==> src/rtl/instr_encoder_pkg.sv <==
// Shared definitions for the ARMv4 instruction encoder: op encodings,
// condition constants and the load-session state machine encoding.
package instr_encoder_pkg;

    localparam logic [1:0] OP_DP  = 2'b00;
    localparam logic [1:0] OP_MEM = 2'b01;
    localparam logic [1:0] OP_BR  = 2'b10;
    localparam logic [1:0] OP_ILL = 2'b11;

    localparam logic [3:0] AL = 4'hE;

    typedef enum logic [1:0] {
        S_IDLE,
        S_ACCEPT,
        S_DRAIN,
        S_DONE
    } state_e;

endpackage

==> src/rtl/instr_encoder_if.sv <==
// Field-set input handshake plus the auto-incrementing imem write port.
interface instr_encoder_if #(
    parameter int ADDR_W = 6
);
    logic              in_valid;
    logic              in_ready;
    logic              in_last;
    logic [3:0]        cond;
    logic [1:0]        op;
    logic [5:0]        funct;
    logic [3:0]        rn;
    logic [3:0]        rd;
    logic [11:0]       src2;
    logic [23:0]       imm24;
    logic              mem_we;
    logic [ADDR_W-1:0] mem_addr;
    logic [31:0]       mem_wdata;

    modport master (
        output in_valid, in_last, cond, op, funct, rn, rd, src2, imm24,
        input  in_ready, mem_we, mem_addr, mem_wdata
    );

    modport slave (
        input  in_valid, in_last, cond, op, funct, rn, rd, src2, imm24,
        output in_ready, mem_we, mem_addr, mem_wdata
    );
endinterface

==> src/rtl/instr_encoder_pack.sv <==
// Combinational packer: decoded ARMv4 fields -> 32-bit instruction word.
module instr_pack
    import instr_encoder_pkg::*;
(
    input  logic [3:0]  cond,
    input  logic [1:0]  op,
    input  logic [5:0]  funct,
    input  logic [3:0]  rn,
    input  logic [3:0]  rd,
    input  logic [11:0] src2,
    input  logic [23:0] imm24,
    output logic [31:0] word,
    output logic        illegal
);

    always_comb begin
        word    = '0;
        illegal = 1'b0;
        case (op)
            OP_DP, OP_MEM: word = {cond, op, funct, rn, rd, src2};
            OP_BR:         word = {cond, OP_BR, funct[5:4], imm24};
            default:       illegal = 1'b1;
        endcase
    end

endmodule

==> src/rtl/instr_encoder.sv <==
// Sequential ARMv4 instruction encoder: accepts field sets, packs them and
// streams the words into imem through a one-deep write stage.
module instr_encoder
    import instr_encoder_pkg::*;
#(
    parameter int ADDR_W    = 6,
    parameter int BASE_ADDR = 0
) (
    input  logic            clk,
    input  logic            rst,
    input  logic            start,
    instr_encoder_if.slave  bus,
    output logic            busy,
    output logic            done,
    output logic            full,
    output logic            err,
    output logic [ADDR_W:0] count
);

    localparam logic [ADDR_W-1:0] BASE     = ADDR_W'(BASE_ADDR);
    localparam logic [ADDR_W:0]   LAST_IDX = {1'b0, {ADDR_W{1'b1}}};

    state_e            state_q, state_d;
    logic              stage_vld_q, stage_vld_d;
    logic [31:0]       stage_word_q, stage_word_d;
    logic [ADDR_W-1:0] ptr_q, ptr_d;
    logic [ADDR_W:0]   count_q, count_d;
    logic              full_q, full_d;
    logic              err_q, err_d;

    logic [31:0] pk_word;
    logic        pk_illegal;
    logic        in_ready;
    logic        hs;
    logic        last_slot;

    instr_pack u_pack (
        .cond    (bus.cond),
        .op      (bus.op),
        .funct   (bus.funct),
        .rn      (bus.rn),
        .rd      (bus.rd),
        .src2    (bus.src2),
        .imm24   (bus.imm24),
        .word    (pk_word),
        .illegal (pk_illegal)
    );

    always_comb begin
        state_d      = state_q;
        stage_vld_d  = 1'b0;
        stage_word_d = stage_word_q;
        ptr_d        = ptr_q;
        count_d      = count_q;
        full_d       = full_q;
        err_d        = err_q;

        in_ready  = (state_q == S_ACCEPT);
        hs        = bus.in_valid & in_ready;
        // Index of the word a handshake now would stage, counting the pending one.
        last_slot = (count_q + {{ADDR_W{1'b0}}, stage_vld_q}) == LAST_IDX;

        if (stage_vld_q) begin
            ptr_d   = ptr_q + ADDR_W'(1);
            count_d = count_q + (ADDR_W+1)'(1);
        end

        case (state_q)
            S_IDLE: begin
                if (start) begin
                    state_d = S_ACCEPT;
                    full_d  = 1'b0;
                    err_d   = 1'b0;
                    count_d = '0;
                    ptr_d   = BASE;
                end
            end
            S_ACCEPT: begin
                if (hs) begin
                    if (pk_illegal) begin
                        err_d = 1'b1;
                        if (bus.in_last) state_d = S_DRAIN;
                    end else begin
                        stage_vld_d  = 1'b1;
                        stage_word_d = pk_word;
                        if (bus.in_last) begin
                            state_d = S_DRAIN;
                        end else if (last_slot) begin
                            full_d  = 1'b1;
                            state_d = S_DRAIN;
                        end
                    end
                end
            end
            S_DRAIN: state_d = S_DONE;
            S_DONE:  state_d = S_IDLE;
            default: state_d = S_IDLE;
        endcase
    end

    always_ff @(posedge clk or negedge rst) begin
        if (!rst) begin
            state_q      <= S_IDLE;
            stage_vld_q  <= 1'b0;
            stage_word_q <= '0;
            ptr_q        <= BASE;
            count_q      <= '0;
            full_q       <= 1'b0;
            err_q        <= 1'b0;
        end else begin
            state_q      <= state_d;
            stage_vld_q  <= stage_vld_d;
            stage_word_q <= stage_word_d;
            ptr_q        <= ptr_d;
            count_q      <= count_d;
            full_q       <= full_d;
            err_q        <= err_d;
        end
    end

    assign bus.in_ready  = in_ready;
    assign bus.mem_we    = stage_vld_q;
    assign bus.mem_addr  = ptr_q;
    assign bus.mem_wdata = stage_word_q;
    assign busy          = (state_q == S_ACCEPT) || (state_q == S_DRAIN);
    assign done          = (state_q == S_DONE);
    assign full          = full_q;
    assign err           = err_q;
    assign count         = count_q;

endmodule

==> src/flat_wrapper.sv <==
// flat-port wrapper written by rule: the top's interface ports become plain ports
module instr_encoder_flat import instr_encoder_pkg::*;
#(
    parameter int ADDR_W    = 6,
    parameter int BASE_ADDR = 0
)
  (clk, rst, start, busy, done, full, err, count, bus_in_valid, bus_in_last, bus_cond, bus_op, bus_funct, bus_rn, bus_rd, bus_src2, bus_imm24, bus_in_ready, bus_mem_we, bus_mem_addr, bus_mem_wdata);
  instr_encoder_if #(.ADDR_W(ADDR_W)) bus_i ();
  input  logic clk;
  input  logic rst;
  input  logic start;
  output logic busy;
  output logic done;
  output logic full;
  output logic err;
  output logic [ADDR_W:0] count;
  input wire logic [$bits(bus_i.in_valid)-1:0] bus_in_valid;
  input wire logic [$bits(bus_i.in_last)-1:0] bus_in_last;
  input wire logic [$bits(bus_i.cond)-1:0] bus_cond;
  input wire logic [$bits(bus_i.op)-1:0] bus_op;
  input wire logic [$bits(bus_i.funct)-1:0] bus_funct;
  input wire logic [$bits(bus_i.rn)-1:0] bus_rn;
  input wire logic [$bits(bus_i.rd)-1:0] bus_rd;
  input wire logic [$bits(bus_i.src2)-1:0] bus_src2;
  input wire logic [$bits(bus_i.imm24)-1:0] bus_imm24;
  output wire logic [$bits(bus_i.in_ready)-1:0] bus_in_ready;
  output wire logic [$bits(bus_i.mem_we)-1:0] bus_mem_we;
  output wire logic [$bits(bus_i.mem_addr)-1:0] bus_mem_addr;
  output wire logic [$bits(bus_i.mem_wdata)-1:0] bus_mem_wdata;
  assign bus_i.in_valid = bus_in_valid;
  assign bus_i.in_last = bus_in_last;
  assign bus_i.cond = bus_cond;
  assign bus_i.op = bus_op;
  assign bus_i.funct = bus_funct;
  assign bus_i.rn = bus_rn;
  assign bus_i.rd = bus_rd;
  assign bus_i.src2 = bus_src2;
  assign bus_i.imm24 = bus_imm24;
  assign bus_in_ready = bus_i.in_ready;
  assign bus_mem_we = bus_i.mem_we;
  assign bus_mem_addr = bus_i.mem_addr;
  assign bus_mem_wdata = bus_i.mem_wdata;
  instr_encoder #(.ADDR_W(ADDR_W), .BASE_ADDR(BASE_ADDR)) u_core (.clk(clk), .rst(rst), .start(start), .bus(bus_i), .busy(busy), .done(done), .full(full), .err(err), .count(count));
endmodule
==> config.mk <==
export PLATFORM = sky130hd
export DESIGN_NAME = instr_encoder_flat
export DESIGN_NICKNAME = d
export VERILOG_FILES = /design/src/rtl/instr_encoder_pkg.sv /design/src/rtl/instr_encoder_if.sv /design/src/rtl/instr_encoder_pack.sv /design/src/rtl/instr_encoder.sv /design/src/flat_wrapper.sv
export SDC_FILE = /design/constraint.sdc
export NUM_CORES = 1
export LEC_CHECK = 0
export ABC_AREA = 1
export ABC_CLOCK_PERIOD_IN_PS = 1450
export BUFFER_PORTS_ARGS = -buffer_cell sky130_fd_sc_hd__buf_2
export CAP_MARGIN = 10
export CORE_MARGIN = 4
export CORE_UTILIZATION = 43
export DETAILED_ROUTE_END_ITERATION = 16
export PLACE_DENSITY = 0.78
export SYNTH_ARGS = -nofsm -noshare
export SYNTH_HDL_FRONTEND = slang
export SYNTH_SLANG_ARGS = --single-unit
==> constraint.sdc <==
create_clock -name clk -period 1.45 [get_ports clk]
set_clock_uncertainty 0.05 [all_clocks]
set_input_delay 0.145 -clock clk [delete_from_list [all_inputs] [get_ports clk]]
set_output_delay 0.145 -clock clk [all_outputs]
set_load 0.1 [all_outputs]
# Word-level counts from Yosys, hierarchy flattened

Index checks and enable logic that the tools add are counted.

Register bits after elaboration: 50
Input port bits: 61
Output and inout bits: 51
Logic and storage cells: 61

Add/sub/neg operators: 3
Equal/unequal tests: 14
Muxes and demuxes: 26
Bitwise operators: 1
Reduce and logical (&&, ||, !) cells: 10

Operators with widths:

| cell                | number |
|---|---|
| $pmux 32 s2         | 1 |
| $mux 7              | 3 |
| $mux 6              | 3 |
| $mux 2              | 6 |
| $mux 1              | 10 |
| $ne 2x2->1 const B  | 4 |
| $pmux 2 s4          | 1 |
| $reduce_and 4->1    | 2 |
| $add 7x1->7         | 1 |
| $add 7x1->7 const B | 1 |
| $eq 7x6->1 const B  | 1 |
| $add 6x1->6 const B | 1 |
| $eq 2x2->1 const B  | 3 |
| $reduce_and 6->1    | 1 |
| $eq 2x1->1 const B  | 2 |
| $logic_not 2->1     | 2 |
| $ne 2x1->1 const B  | 2 |
| $pmux 1 s2          | 2 |
| $ne 3x2->1 const B  | 1 |
| $ne 3x3->1 const B  | 1 |
| $reduce_and 3->1    | 1 |
| $reduce_or 3->1     | 1 |
| $reduce_bool 2->1   | 1 |
| $reduce_or 2->1     | 1 |
| other kinds (2)     | 2 |

# Longest topological paths before layout

Depth in word-level cells: 7
Gate-level depth with buffers: 12
Mapped depth without buffers: 12

# Modules after synthesis

From an unflattened synthesis, not the netlist that was laid out.

Cell total of the unflattened synthesis: 352
Area total of the unflattened synthesis: 2731.4 sq um

By module, submodules not included:

| module        | instances | cells an instance | area each (sq um) | sequential area each (sq um) |
|---|---|---|---|---|
| instr_encoder | 1         | 255               | 2217.1            | 1251.2 |
| instr_pack    | 1         | 97                | 514.2             | 0.0 |

# Worst setup path after synthesis

OpenSTA, ideal clock, no wires.

Kind: reg-to-reg
Start: register u_core.state_q[1]
End: register u_core.stage_word_q[21] (netlist: u_core.bus.mem_wdata[21])
Arrival time: 2064 ps
Required time: 1280 ps
Setup slack: -784 ps
Cell stages (with the launch flop): 9
Path buffers: 1
Period minus slack after synthesis: 2234 ps
Path through: dfrtp_1 > inv_1 > ha_1 > nand2_4 > nor2_8 > inv_6 > buf_6 > nand2_1 > nand2_1

Cells in the longest elaborated chain, start to end: 3

Ends and longest elaborated chain:

| element                             | RTL line             | text |
|---|---|---|
| start: declaration                  | instr_encoder.sv:23  | `state_e state_q, state_d;` |
| start signal: assignment            | instr_encoder.sv:111 | `state_q <= state_d;` |
| $eq 2x1->1 *                        | instr_encoder.sv:58  | `in_ready = (state_q == S_ACCEPT);` |
| net bus_in_ready                    | flat_wrapper.sv:26   | `output wire logic [$bits(bus_i.in_ready)-1:0] bus_in_ready;` |
| $and 1x1->1                         | instr_encoder.sv:59  | `hs = bus.in_valid & in_ready;` |
| $reduce_and 3->1 (no source line) * | -                    |  |
| end signal: assignment              | instr_encoder.sv:113 | `stage_word_q <= stage_word_d;` |
| end: declaration                    | instr_encoder.sv:25  | `logic [31:0] stage_word_q, stage_word_d;` |

Mark *: on every way through the listed nets, which the timed path passes. The rest lies on a longest branch.
A chain may end at the register's enable or synchronous reset.

# Final worst setup path

Start: register u_core.stage_vld_q (netlist: u_core.bus.mem_we)
End: register u_core.full_q (netlist: u_core.full)

Cells in the longest elaborated chain, start to end: 4

Ends and longest elaborated chain:

| element                           | RTL line             | text |
|---|---|---|
| start: declaration                | instr_encoder.sv:24  | `logic stage_vld_q, stage_vld_d;` |
| start signal: assignment          | instr_encoder.sv:112 | `stage_vld_q <= stage_vld_d;` |
| $add 7x1->7                       | instr_encoder.sv:61  | `last_slot = (count_q + {{ADDR_W{1'b0}}, stage_vld_q}) == LAST_IDX;` |
| $eq 7x6->1                        | instr_encoder.sv:61  |  |
| $ne 2x1->1 (no source line)       | -                    |  |
| $reduce_and 6->1 (no source line) | -                    |  |
| end signal: assignment            | instr_encoder.sv:116 | `full_q <= full_d;` |
| end: declaration                  | instr_encoder.sv:28  | `logic full_q, full_d;` |

No other way between the ends.

==> summary.txt <==
Clock network
  • Clk sinks: 50
  • Max Root-Sink Buffers: 2
  • Reg clk slew, reported paths: around 0.09 ns
  • H-tree Lvls: 2
  • Clk_lat worst skew: 0.30 ns
  • CTS Buf Count: 5
  • CTS tree: done
  • CTS Root Cell: clkbuf_8

Die
  • I/O pin cnt: 112
  • Row count: 28
  • Initial core utilization: 0.444
  • Die Ht: 86.4 um
  • Core area: 0.00596 mm2
  • Die Footprint: 0.00747 mm2
  • DIE WIDTH: 86.4 um

Drt
  • Drt via density: 4.84
  • DR vias: ~2700
  • DR WL/cell: 13.2 um
  • First DRT Iteration DRCs: 105
  • Post-DRT Antenna Nets: 0
  • DRC errors left: 0
  • Initial DRT Pass Iterations: 4
  • Total wire length: 7380 um

Layout
  • Multi-input gate area: 0.00137 mm2
  • Final nets: 551
  • Fillers: 507
  • Layout cells sized above 1: 0.479
  • FF/Latch Area: 0.00128 mm2
  • Area grow syn2layout: 53.5%
  • Commonest non-fill, non-tap cell in the layout: buf_2
  • Commonest cells after routing, fill and taps aside: buf_2 (105), nand2_1 (73), inv_1 (40)
  • Antenna Cells: 0

Critical path
  • Max stage delay on crit path: 0.50 ns
  • Critical Path End Type: flip-flop
  • R2R Path End: u_core.full$_DFFE_PN0P_
  • WS Path Type: flip-flop to flip-flop
  • Max FO, Critical Path: 2
  • Bufs and invs on worst path: 1
  • Critical path, cell by cell: ha_4 > ha_4 > nand3_4 > nor2_4 > buf_4 > nand3_1 > a21oi_2
  • Most frequent CP cell: ha_4
  • Worst path required time: around 1.6 ns
  • Worst r2r src: u_core.bus.mem_we$_DFF_PN0_
  • CP max-delay cell: dfrtp_4
  • Startpoint Class: flip-flop
  • Worst R2R Setup Slack: -0.12 ns
  • Top delay family on crit path: flip-flops
  • R2R cell count: 7
  • WP data arrival: 1.76 ns

Synth
  • Register area share after synthesis: 0.473
  • Ys Warns: 0
  • Post-Synthesis Cells: 345
  • Netlist Area Pre-Place: 0.00264 mm2
  • Synth area leaders: dfrtp_1 (47%), nand2_1 (17%), nand3_1 (6.4%)
  • Syn_area_per_cell: between 7 and 8 um2
  • Netlist cell types: 24
  • Synthesized Nets: 415
  • Synth top area share: 0.473
  • Largest area contributor in the synthesized netlist: dfrtp_1
  • Synthesis-stage register bit count: 50

Run status
  • Failing checks: setup timing
  • Status: finished, violations left

Hold path
  • HP Class: input port to flip-flop
  • Hold Path Depth: 3
  • Hold path startpoint: bus_cond[3]
  • Endpoint, Worst Hold: u_core.bus.mem_wdata[31]$_DFFE_PN0P_

Placed design
  • Buffers on Ports: 111
  • DP Wirelength: 5060 um
  • Pre-CTS setup slack: -0.141 ns
  • Routability Congestion: approximately 0.79

Timing
  • Unrepaired setup endpoints after global routing: yes
  • Fmax: 637 MHz
  • Final hold viol count: 0
  • Slew of the pin with the lowest slew margin: 0.521 ns
  • Final Max Tran Viols: 0
  • Final setup vio count: 31
  • Final setup margin: -0.120 ns
  • Final worst path period share: 1.08
  • Normalized max-slew margin: 0.655
  • Final min period: between 1.5 and 2 ns

GRT
  • Congestion Overflow GR: 0
  • GR Util All Layers: 0.184
  • Initial antenna violation count: 0
  • Vias in the first global route: 2504
  • Largest net degree at the start of global routing: 51
  • First-pass GRT wire length: between 10000 and 15000 um

Run
  • MaxCap Viol Count: 0
[tightest hold or removal path: stages]
cell and delay (ns):
buf_2 0.10, nand2_2 0.05, nand2_1 0.04
[kinds of logic after synthesis]
logic type,share of synthesized area
adders and majority gates,0.0426
and+or+nand+nor,0.289
AOI/OAI and AO/OA,0.0805
buffers and inverters,0.111
xor gates and xnor gates,0.00331
DFF,0.473
[metal layers]
metal / wire, um / share of wire / GRT usage
met2: 3680 / 0.50 / 0.318
met4: 83 / 0.011 / 0.0510
met5: 0 / 0 / 0
met1: 3060 / 0.42 / 0.231
met3: 552 / 0.075 / 0.0390
[worst max path at each step]
stage / start / to / depth (start not counted)
floorplan: u_core.count[0]$_DFF_PN0_ / u_core.state_q[1]$_DFFE_PN0P_ / 12
detailed placement: u_core.count[0]$_DFF_PN0_ / u_core.state_q[0]$_DFFE_PN0P_ / 9
finish: u_core.bus.mem_we$_DFF_PN0_ / u_core.full$_DFFE_PN0P_ / 7
global placement: u_core.count[0]$_DFF_PN0_ / u_core.state_q[0]$_DFFE_PN0P_ / 9
CTS: u_core.count[0]$_DFF_PN0_ / u_core.state_q[0]$_DFFE_PN0P_ / 9
global route: u_core.bus.mem_we$_DFF_PN0_ / u_core.state_q[0]$_DFFE_PN0P_ / 9
[flip-flops by register name, indices dropped and copies added (netlist names)]
name / cells
u_core.bus.mem_we: 1
u_core.bus.mem_wdata: 32
u_core.count: 7
u_core.full: 1
u_core.bus.mem_addr: 6
u_core.state_q: 2
u_core.err: 1
[through the flow]
| stage | setup TNS, ns | util | hold slack, ns | instances | cell area [um2] |
|---|---|---|---|---|---|
| after floorplan | -6.07 | - | -0.201 | 345 | 2730 |
| after CTS | -0.420 | 0.614 | 0.00787 | 545 | 3660 |
| after global routing | -3.75 | 0.681 | -0.000512 | 557 | 4060 |
| final | -0.918 | 0.681 | 0.0120 | 557 | 4060 |
| after global placement | -0.185 | 0.585 | 0.102 | 530 | 3480 |
| after detailed placement | -0.369 | 0.585 | 0.105 | 530 | 3480 |
[cell type report]
type	count	share of cell area
multi-input cells	233	0.338
repair inverters	3	0.00956
flip-flops and latches	50	0.317
inverters	47	0.0472
clock buffers	6	0.0204
well taps	75	0.0231
clock inverters	2	0.00308
repair buffers	141	0.242
[synthesized netlist by cell type, drive strengths merged]
| master | instances |
|---|---|
| dfrtp | 50 |
| o21ai | 31 |
| nand4 | 1 |
| or2 | 1 |
| nor3 | 4 |
| clkbuf | 4 |
| nor2 | 20 |
| xnor2 | 1 |
| inv | 47 |
| a211oi | 1 |
| nor4 | 1 |
| ha | 9 |
| o22a | 1 |
| nand3 | 34 |
| buf | 11 |
| nand2 | 121 |
| a21oi | 8 |
[timing repair]
| action | 4_1_cts | 5_1_grt |
|---|---|---|
| endpoints found under the hold margin | 55 | 0 |
| gates cloned | 0 | 5 |
| hold buffers | 6 | 0 |
| endpoints found under the setup margin | 4 | 41 |
| pin swaps | 0 | 33 |
| buffers inserted | 1 | 7 |
| gates resized for setup | 2 | 90 |
Power is not shown: default switching activity piles up to over one toggle a cycle in this logic, so the estimate is an artifact.
